--- config.mk ---
export PLATFORM = sky130hd
export DESIGN_NAME = pipeline_hazard_ctrl
export DESIGN_NICKNAME = d
export VERILOG_FILES = /design/src/rtl/hazard_pkg.sv /design/src/rtl/pipeline_fwd_unit.sv /design/src/rtl/pipeline_hazard_ctrl.sv
export SDC_FILE = /design/constraint.sdc
export NUM_CORES = 1
export LEC_CHECK = 0
export ABC_AREA = 0
export BUFFER_PORTS_ARGS = -buffer_cell sky130_fd_sc_hd__buf_2
export CAP_MARGIN = 20
export CORE_ASPECT_RATIO = 1.2
export CORE_MARGIN = 2
export CORE_UTILIZATION = 40
export DETAILED_ROUTE_END_ITERATION = 6
export PLACE_DENSITY = 0.68
export SKIP_CTS_REPAIR_TIMING = 1
export SLEW_MARGIN = 20
export SYNTH_ARGS = -nofsm -noshare
export SYNTH_HDL_FRONTEND = slang
export SYNTH_SLANG_ARGS = --single-unit
--- constraint.sdc ---
create_clock -name clock -period 5.2 [get_ports clock]
set_clock_uncertainty 0.1 [all_clocks]
set_input_delay 0.26 -clock clock [delete_from_list [all_inputs] [get_ports clock]]
set_output_delay 0.26 -clock clock [all_outputs]
set_load 0.03 [all_outputs]
--- src/rtl/hazard_pkg.sv ---
// rtl/hazard_pkg.sv - shared types and constants for the pipeline hazard controller
package hazard_pkg;

  typedef enum logic [1:0] {
    RUN        = 2'b00,
    LOAD_STALL = 2'b01,
    BR_FLUSH   = 2'b10,
    MEM_WAIT   = 2'b11
  } hz_state_t;

  localparam logic [1:0] FWD_REG   = 2'b00;
  localparam logic [1:0] FWD_EXMEM = 2'b10;
  localparam logic [1:0] FWD_MEMWB = 2'b01;

  localparam int ZERO_REG = 0;

  // Wide enough for a branch squash of up to four cycles.
  localparam int FLUSH_CNT_W = 3;

endpackage

--- src/rtl/pipeline_fwd_unit.sv ---
// rtl/pipeline_fwd_unit.sv - combinational operand-forwarding select for one EX source
module pipeline_fwd_unit
  import hazard_pkg::*;
#(
  parameter int REG_ADDR_W = 3
) (
  input  logic [REG_ADDR_W-1:0] src_reg,
  input  logic [REG_ADDR_W-1:0] exmem_rd,
  input  logic                  exmem_write,
  input  logic [REG_ADDR_W-1:0] memwb_rd,
  input  logic                  memwb_write,
  output logic [1:0]            fwd_sel
);

  localparam logic [REG_ADDR_W-1:0] ZERO_IDX = REG_ADDR_W'(ZERO_REG);

  logic exmem_hit;
  logic memwb_hit;

  // Register 0 never forwards; the younger EX/MEM result beats MEM/WB.
  always_comb begin
    exmem_hit = exmem_write && (exmem_rd != ZERO_IDX) && (exmem_rd == src_reg);
    memwb_hit = memwb_write && (memwb_rd != ZERO_IDX) && (memwb_rd == src_reg);
    if (exmem_hit) begin
      fwd_sel = FWD_EXMEM;
    end else if (memwb_hit) begin
      fwd_sel = FWD_MEMWB;
    end else begin
      fwd_sel = FWD_REG;
    end
  end

endmodule

--- src/rtl/pipeline_hazard_ctrl.sv ---
// rtl/pipeline_hazard_ctrl.sv - stall/flush/forwarding control for a five-stage pipeline
module pipeline_hazard_ctrl
  import hazard_pkg::*;
#(
  parameter int REG_ADDR_W          = 3,
  parameter int BRANCH_FLUSH_CYCLES = 1,
  parameter int CNT_W               = 16
) (
  input  logic                  clock,
  input  logic                  reset,
  input  logic [REG_ADDR_W-1:0] id_rs,
  input  logic [REG_ADDR_W-1:0] id_rt,
  input  logic                  id_rs_use,
  input  logic                  id_rt_use,
  input  logic [REG_ADDR_W-1:0] ex_rs,
  input  logic [REG_ADDR_W-1:0] ex_rt,
  input  logic [REG_ADDR_W-1:0] idex_rd,
  input  logic                  idex_write,
  input  logic                  idex_load,
  input  logic [REG_ADDR_W-1:0] exmem_rd,
  input  logic                  exmem_write,
  input  logic [REG_ADDR_W-1:0] memwb_rd,
  input  logic                  memwb_write,
  input  logic                  ex_branch_taken,
  input  logic                  mem_req,
  input  logic                  mem_ready,
  input  logic                  perf_clear,
  output logic                  pc_hold,
  output logic                  ifid_hold,
  output logic                  idex_hold,
  output logic                  exmem_hold,
  output logic                  ifid_flush,
  output logic                  idex_flush,
  output logic [1:0]            fwd_a,
  output logic [1:0]            fwd_b,
  output logic [1:0]            state_dbg,
  output logic [CNT_W-1:0]      stall_count
);

  localparam logic [REG_ADDR_W-1:0]  ZERO_IDX    = REG_ADDR_W'(ZERO_REG);
  localparam logic [FLUSH_CNT_W-1:0] FLUSH_LOAD  = FLUSH_CNT_W'(BRANCH_FLUSH_CYCLES - 1);
  localparam bit                     MULTI_FLUSH = (BRANCH_FLUSH_CYCLES > 1);

  hz_state_t              state;
  hz_state_t              state_nxt;
  logic [FLUSH_CNT_W-1:0] flush_cnt;
  logic [FLUSH_CNT_W-1:0] flush_cnt_nxt;

  logic mem_stall;
  logic load_use;
  logic hold_all;
  logic lu_stall;
  logic br_squash;
  logic br_tail;

  // Raw hazard conditions from the stage-register control fields.
  always_comb begin
    mem_stall = mem_req && !mem_ready;
    load_use  = idex_load && idex_write && (idex_rd != ZERO_IDX) &&
                ((id_rs_use && (id_rs == idex_rd)) || (id_rt_use && (id_rt == idex_rd)));
  end

  // Next-state and per-cycle hold/flush intent; a memory wait always outranks
  // branch and load-use handling because every stage is frozen anyway.
  always_comb begin
    state_nxt     = state;
    flush_cnt_nxt = flush_cnt;
    hold_all      = 1'b0;
    lu_stall      = 1'b0;
    br_squash     = 1'b0;
    br_tail       = 1'b0;
    unique case (state)
      RUN: begin
        if (mem_stall) begin
          hold_all  = 1'b1;
          state_nxt = MEM_WAIT;
        end else if (ex_branch_taken) begin
          br_squash = 1'b1;
          if (MULTI_FLUSH) begin
            flush_cnt_nxt = FLUSH_LOAD;
            state_nxt     = BR_FLUSH;
          end
        end else if (load_use) begin
          lu_stall  = 1'b1;
          state_nxt = LOAD_STALL;
        end
      end
      LOAD_STALL: begin
        // The bubble is already in ID/EX, so the hazard cannot recur here.
        if (mem_stall) begin
          hold_all  = 1'b1;
          state_nxt = MEM_WAIT;
        end else begin
          state_nxt = RUN;
        end
      end
      BR_FLUSH: begin
        // EX holds a bubble, so ex_branch_taken is meaningless in this state.
        if (mem_stall) begin
          hold_all = 1'b1;
        end else begin
          br_tail       = 1'b1;
          flush_cnt_nxt = flush_cnt - 3'd1;
          if (flush_cnt == 3'd1) begin
            state_nxt = RUN;
          end
        end
      end
      MEM_WAIT: begin
        if (!mem_ready) begin
          hold_all = 1'b1;
        end else begin
          state_nxt = RUN;
        end
      end
      default: state_nxt = RUN;
    endcase
  end

  // Mealy hold/flush outputs, forced quiet while reset is asserted.
  always_comb begin
    pc_hold    = reset && (hold_all || lu_stall);
    ifid_hold  = reset && (hold_all || lu_stall);
    idex_hold  = reset && hold_all;
    exmem_hold = reset && hold_all;
    ifid_flush = reset && (br_squash || br_tail);
    idex_flush = reset && (br_squash || lu_stall);
    state_dbg  = state;
  end

  // FSM state and branch-squash countdown.
  always_ff @(posedge clock or negedge reset) begin
    if (!reset) begin
      state     <= RUN;
      flush_cnt <= '0;
    end else begin
      state     <= state_nxt;
      flush_cnt <= flush_cnt_nxt;
    end
  end

  // Saturating count of PC-hold cycles; a clear request wins over counting.
  always_ff @(posedge clock or negedge reset) begin
    if (!reset) begin
      stall_count <= '0;
    end else if (perf_clear) begin
      stall_count <= '0;
    end else if (pc_hold && (stall_count != {CNT_W{1'b1}})) begin
      stall_count <= stall_count + 1'b1;
    end
  end

  pipeline_fwd_unit #(.REG_ADDR_W(REG_ADDR_W)) u_fwd_a (
    .src_reg     (ex_rs),
    .exmem_rd    (exmem_rd),
    .exmem_write (exmem_write),
    .memwb_rd    (memwb_rd),
    .memwb_write (memwb_write),
    .fwd_sel     (fwd_a)
  );

  pipeline_fwd_unit #(.REG_ADDR_W(REG_ADDR_W)) u_fwd_b (
    .src_reg     (ex_rt),
    .exmem_rd    (exmem_rd),
    .exmem_write (exmem_write),
    .memwb_rd    (memwb_rd),
    .memwb_write (memwb_write),
    .fwd_sel     (fwd_b)
  );

endmodule

==> impl_metrics.xml <==
<?xml version="1.0" encoding="UTF-8"?>
<metrics>
  <group name="logic_synthesis">
    <metric name="yosysWarnings" unit="">0</metric>
    <metric name="portion_of_the_post_synthesis_area_used_by_sequential_elements" unit="%">34.94</metric>
    <metric name="synth_area_per_cell" unit="um2">9.006</metric>
    <metric name="synth_enable_flop_cells" unit="">0</metric>
    <metric name="synth_top_cell_area_share" unit="%">34.94</metric>
    <metric name="synth.ff_latch_count" unit="">21</metric>
    <metric name="postSynthCellCount" unit="">167</metric>
    <metric name="asyncSetResetFlopFracSynth" unit="%">100.0</metric>
    <metric name="main_flop_type_after_synthesis" unit="">sky130_fd_sc_hd__dfrtp_1</metric>
    <metric name="syn_nets" unit="">203</metric>
    <metric name="synth.distinct_cells" unit="">36</metric>
    <metric name="synth_top_cells_by_area" unit="">sky130_fd_sc_hd__dfrtp_1 35%, sky130_fd_sc_hd__xnor2_1 10%, sky130_fd_sc_hd__a21oi_1 6.0%</metric>
    <metric name="netlist_area" unit="um2">1504</metric>
    <metric name="post_synthesis_cell_type_with_the_largest_combined_area" unit="">sky130_fd_sc_hd__dfrtp_1</metric>
  </group>
  <group name="worst_setup_path">
    <metric name="reg2reg_to" unit="">stall_count[1]</metric>
    <metric name="crit_path_start" unit="">reset</metric>
    <metric name="r2r_start" unit="">stall_count[0]</metric>
    <metric name="cp_data_arrival_time" unit="ns">2.76</metric>
    <metric name="slowest_stage_cell_cp" unit="">sky130_fd_sc_hd__or4_1</metric>
    <metric name="r2r.worst_path.cells" unit="">6</metric>
    <metric name="worst_setup_path_start_kind" unit="">input port</metric>
    <metric name="timing.critical_path.to_type" unit="">register</metric>
    <metric name="critical_path.max_stage_delay" unit="ns">0.54</metric>
    <metric name="worst-endpoint-required" unit="ns">5.29</metric>
    <metric name="cell_by_cell_listing_of_the_critical_path" unit="">dlygate4sd3_1, buf_2, nor2b_1, nand3_1, a211oi_2, o21ai_4, or4_1, a21oi_1</metric>
    <metric name="setup.reg_to_reg.worst_slack" unit="ns">2.97</metric>
    <metric name="crit_fanout" unit="">28</metric>
    <metric name="path_depth" unit="">8</metric>
    <metric name="critical_path_buf_inv_count" unit="">2</metric>
    <metric name="path_class" unit="">input port to register</metric>
    <metric name="crit_family" unit="">buffers and inverters</metric>
  </group>
  <group name="worst_hold_path">
    <metric name="min_to" unit="">state_dbg[1]</metric>
    <metric name="hold_removal_path_class" unit="">input port to register</metric>
    <metric name="worst_hold_startpoint" unit="">mem_ready</metric>
    <metric name="min_delay_path_depth" unit="">2</metric>
  </group>
  <group name="power_and_ir_drop">
    <metric name="clockPowerShare" unit="%">23.8</metric>
    <metric name="power.combinational.fraction" unit="%">30.8</metric>
    <metric name="p_sw_share" unit="%">34.01</metric>
    <metric name="netSwitchingPower" unit="mW">0.1524</metric>
    <metric name="sequentialPowerShare" unit="%">45.4</metric>
    <metric name="static-leakage-power" unit="nW">0.8336</metric>
    <metric name="power.density" unit="nW/um2">243.0</metric>
    <metric name="vdd.ir_drop.worst" unit="V">0.0002221</metric>
    <metric name="power.internal" unit="mW">0.2957</metric>
  </group>
  <group name="floorplan">
    <metric name="floorplan.io_pins" unit="">61</metric>
    <metric name="floorplan.initialDensity" unit="%">41.39</metric>
    <metric name="core_area" unit="um2">3633</metric>
    <metric name="fp.dieArea" unit="um2">4268</metric>
    <metric name="die_w" unit="um">59.98</metric>
    <metric name="placement_rows" unit="">24</metric>
    <metric name="vertical_die_dimension" unit="um">71.17</metric>
  </group>
  <group name="sta">
    <metric name="timing.final.setup_violations" unit="">0</metric>
    <metric name="hold_viol_final" unit="">0</metric>
    <metric name="finalWorstPathRequiredPeriod" unit="ns">2.671</metric>
    <metric name="slew_headroom" unit="%">58.68</metric>
    <metric name="rsz_0062_raised_after_global_routing" unit="">no</metric>
    <metric name="whs" unit="ns">0.1200</metric>
    <metric name="max_slew.worst_pin.slew" unit="ns">0.6175</metric>
    <metric name="post-route-period-util" unit="%">51.37</metric>
    <metric name="totalNegativeSetupSlack" unit="ns">0</metric>
    <metric name="timing.final.max_slew_violations" unit="">0</metric>
    <metric name="fmaxAchievable" unit="MHz">374.4</metric>
  </group>
  <group name="global_routing">
    <metric name="antenna_found_initial" unit="">0</metric>
    <metric name="grt_start_max_net_pins" unit="">29</metric>
    <metric name="grt.total_usage" unit="%">16.37</metric>
    <metric name="number_of_global_route_vias_before_repair" unit="">1276</metric>
    <metric name="grt_pass1_wl" unit="um">5492</metric>
    <metric name="grt-ovfl-total" unit="">0</metric>
  </group>
  <group name="clock_tree">
    <metric name="cts.reportedPaths.clkPinSlew" unit="ns">0.08</metric>
    <metric name="tritoncts.num_buffers" unit="">3</metric>
    <metric name="numClockSinks" unit="">21</metric>
    <metric name="cts_root_buf" unit="">sky130_fd_sc_hd__clkbuf_8</metric>
    <metric name="cts-root-to-sink-buffers" unit="">2</metric>
    <metric name="cts-htree-levels" unit="">1</metric>
    <metric name="clock_tree_from_tritoncts" unit="">yes</metric>
    <metric name="clk-insertion-delay-late" unit="ns">0.26</metric>
  </group>
  <group name="final_layout">
    <metric name="area_delta_synth_final" unit="%">22.63</metric>
    <metric name="layout.cell_area.non_filler" unit="um2">1844</metric>
    <metric name="finalCoreUtilization" unit="%">50.76</metric>
    <metric name="final_net_count" unit="">259</metric>
    <metric name="final_cells" unit="">274</metric>
    <metric name="final.fill_count" unit="">384</metric>
    <metric name="insertedDiodeCount" unit="">0</metric>
    <metric name="layout-drive-gt1-share" unit="%">31.53</metric>
  </group>
  <group name="routing">
    <metric name="drt_drc_violations_left" unit="">0</metric>
    <metric name="route.detailed.vias_per_inst" unit="">5.237</metric>
    <metric name="post_drt_antenna_nets" unit="">0</metric>
    <metric name="totalWireLength" unit="um">3198</metric>
    <metric name="vias" unit="">1435</metric>
    <metric name="drt-pass1-iter-count" unit="">4</metric>
    <metric name="drt_wl_cell" unit="um">11.67</metric>
    <metric name="iter_0_drt_violations" unit="">43</metric>
  </group>
  <group name="placed_design">
    <metric name="place.gp.congestion" unit="">0.7520</metric>
    <metric name="dp.cells" unit="">269</metric>
    <metric name="placement.io_buffers" unit="">60</metric>
    <metric name="place_hpwl" unit="um">2462</metric>
    <metric name="placed_cell_area" unit="um2">1789</metric>
  </group>
  <group name="outcome">
    <metric name="status" unit="">complete, no violations</metric>
  </group>
  <group name="run">
    <metric name="max_cap_violations" unit="">0</metric>
  </group>
</metrics>
per-stage QoR:
stage	setup WS (ns)	total power, mW
after floorplan	2.726	0.3084
final	2.529	0.4481
after global placement	2.793	0.3452
after detailed placement	2.764	0.3465
after CTS	2.965	0.4533
after global routing	2.302	0.4813
flip-flops by register name, summed over array words and instances (netlist names):
signal       count
state_dbg        2
stall_count     16
flush_cnt        3
final cells by class:
type	count	area, um2	area share [%]
multi-input combinational	129	872.1	47.29
timing repair buffer	61	310.3	16.82
inverter	7	26.28	1.425
tap	52	65.06	3.528
clock buffer	4	45.04	2.442
sequential	21	525.5	28.49
cell usage after synthesis (4+ instances only):
cell	n
sky130_fd_sc_hd__or3_1	4
sky130_fd_sc_hd__xnor2_1	18
sky130_fd_sc_hd__nor2_1	8
sky130_fd_sc_hd__nand3_1	12
sky130_fd_sc_hd__nor3_1	5
sky130_fd_sc_hd__inv_1	7
sky130_fd_sc_hd__nand4_1	4
sky130_fd_sc_hd__dfrtp_1	21
sky130_fd_sc_hd__nand2_1	8
sky130_fd_sc_hd__or4_1	9
sky130_fd_sc_hd__a21oi_1	18
sky130_fd_sc_hd__o31ai_1	12
sky130_fd_sc_hd__buf_4	4
sky130_fd_sc_hd__o21ai_1	4
worst reg2reg max path, cell delays in order (launching register included):
cell                      delay, ns
sky130_fd_sc_hd__dfrtp_1       0.42
sky130_fd_sc_hd__ha_1          0.22
sky130_fd_sc_hd__nand2_1       0.22
sky130_fd_sc_hd__or4_4         0.60
sky130_fd_sc_hd__o21ai_4       0.25
sky130_fd_sc_hd__mux2i_1       0.26
sky130_fd_sc_hd__nor2_1        0.05
layer usage:
layer / global-route usage, % / vias up / share of wire (%)
met2: 25.85 / 50 / 47
met4: 5.185 / 0 / 1.2
met1: 21.35 / 651 / 44
li1: - / 729 / -
met3: 4.753 / 5 / 8.5
met5: 0 / - / 0
how the worst max path moves through the flow:
| stage | slack [ns] | endpoint |
|---|---|---|
| after floorplan | 2.73 | stall_count[13] |
| after detailed placement | 2.76 | stall_count[13] |
| final | 2.53 | stall_count[13] |
| after global routing | 2.30 | stall_count[13] |
| after global placement | 2.79 | stall_count[13] |
| after CTS | 2.96 | stall_count[1] |
kinds of logic after synthesis:
logic type | synth area share [%]
compound gates | 17.06
xor+xnor | 11.06
fa+ha+maj | 2.496
buf+inv | 7.071
flops | 34.94
mux | 1.331
simple gates | 26.04
placed cells by master, fill, tap and decap left out, drive strengths merged:
master / synthesis / layout
xnor2: 18 / 18
and3: 3 / 3
nand4: 5 / 5
nand2b: 2 / 2
and4: 2 / 2
or3: 4 / 4
nor2b: 3 / 3
a211oi: 1 / 1
nor3: 5 / 5
clkbuf: 3 / 4
nand3: 12 / 12
inv: 7 / 7
dlygate4sd3: 0 / 1
ha: 3 / 3
o21ai: 7 / 7
dfrtp: 21 / 21
or4: 10 / 10
mux2i: 2 / 2
nor2: 8 / 8
a21oi: 18 / 18
nand3b: 1 / 1
or2: 1 / 1
nand2: 8 / 8
xor2: 1 / 1
o32ai: 1 / 1
buf: 7 / 60
nor3b: 1 / 1
o311ai: 1 / 1
o31ai: 12 / 12
power groups by stage:
stage	registers, mW	logic (mW)	clock network, mW
2_1_floorplan	0.211	0.0974	0
3_3_place_gp	0.207	0.138	0
3_5_place_dp	0.207	0.139	0
4_1_cts	0.204	0.140	0.110
5_1_grt	0.208	0.157	0.116
6_report	0.204	0.138	0.107
Power figures use the tool's default switching activity.
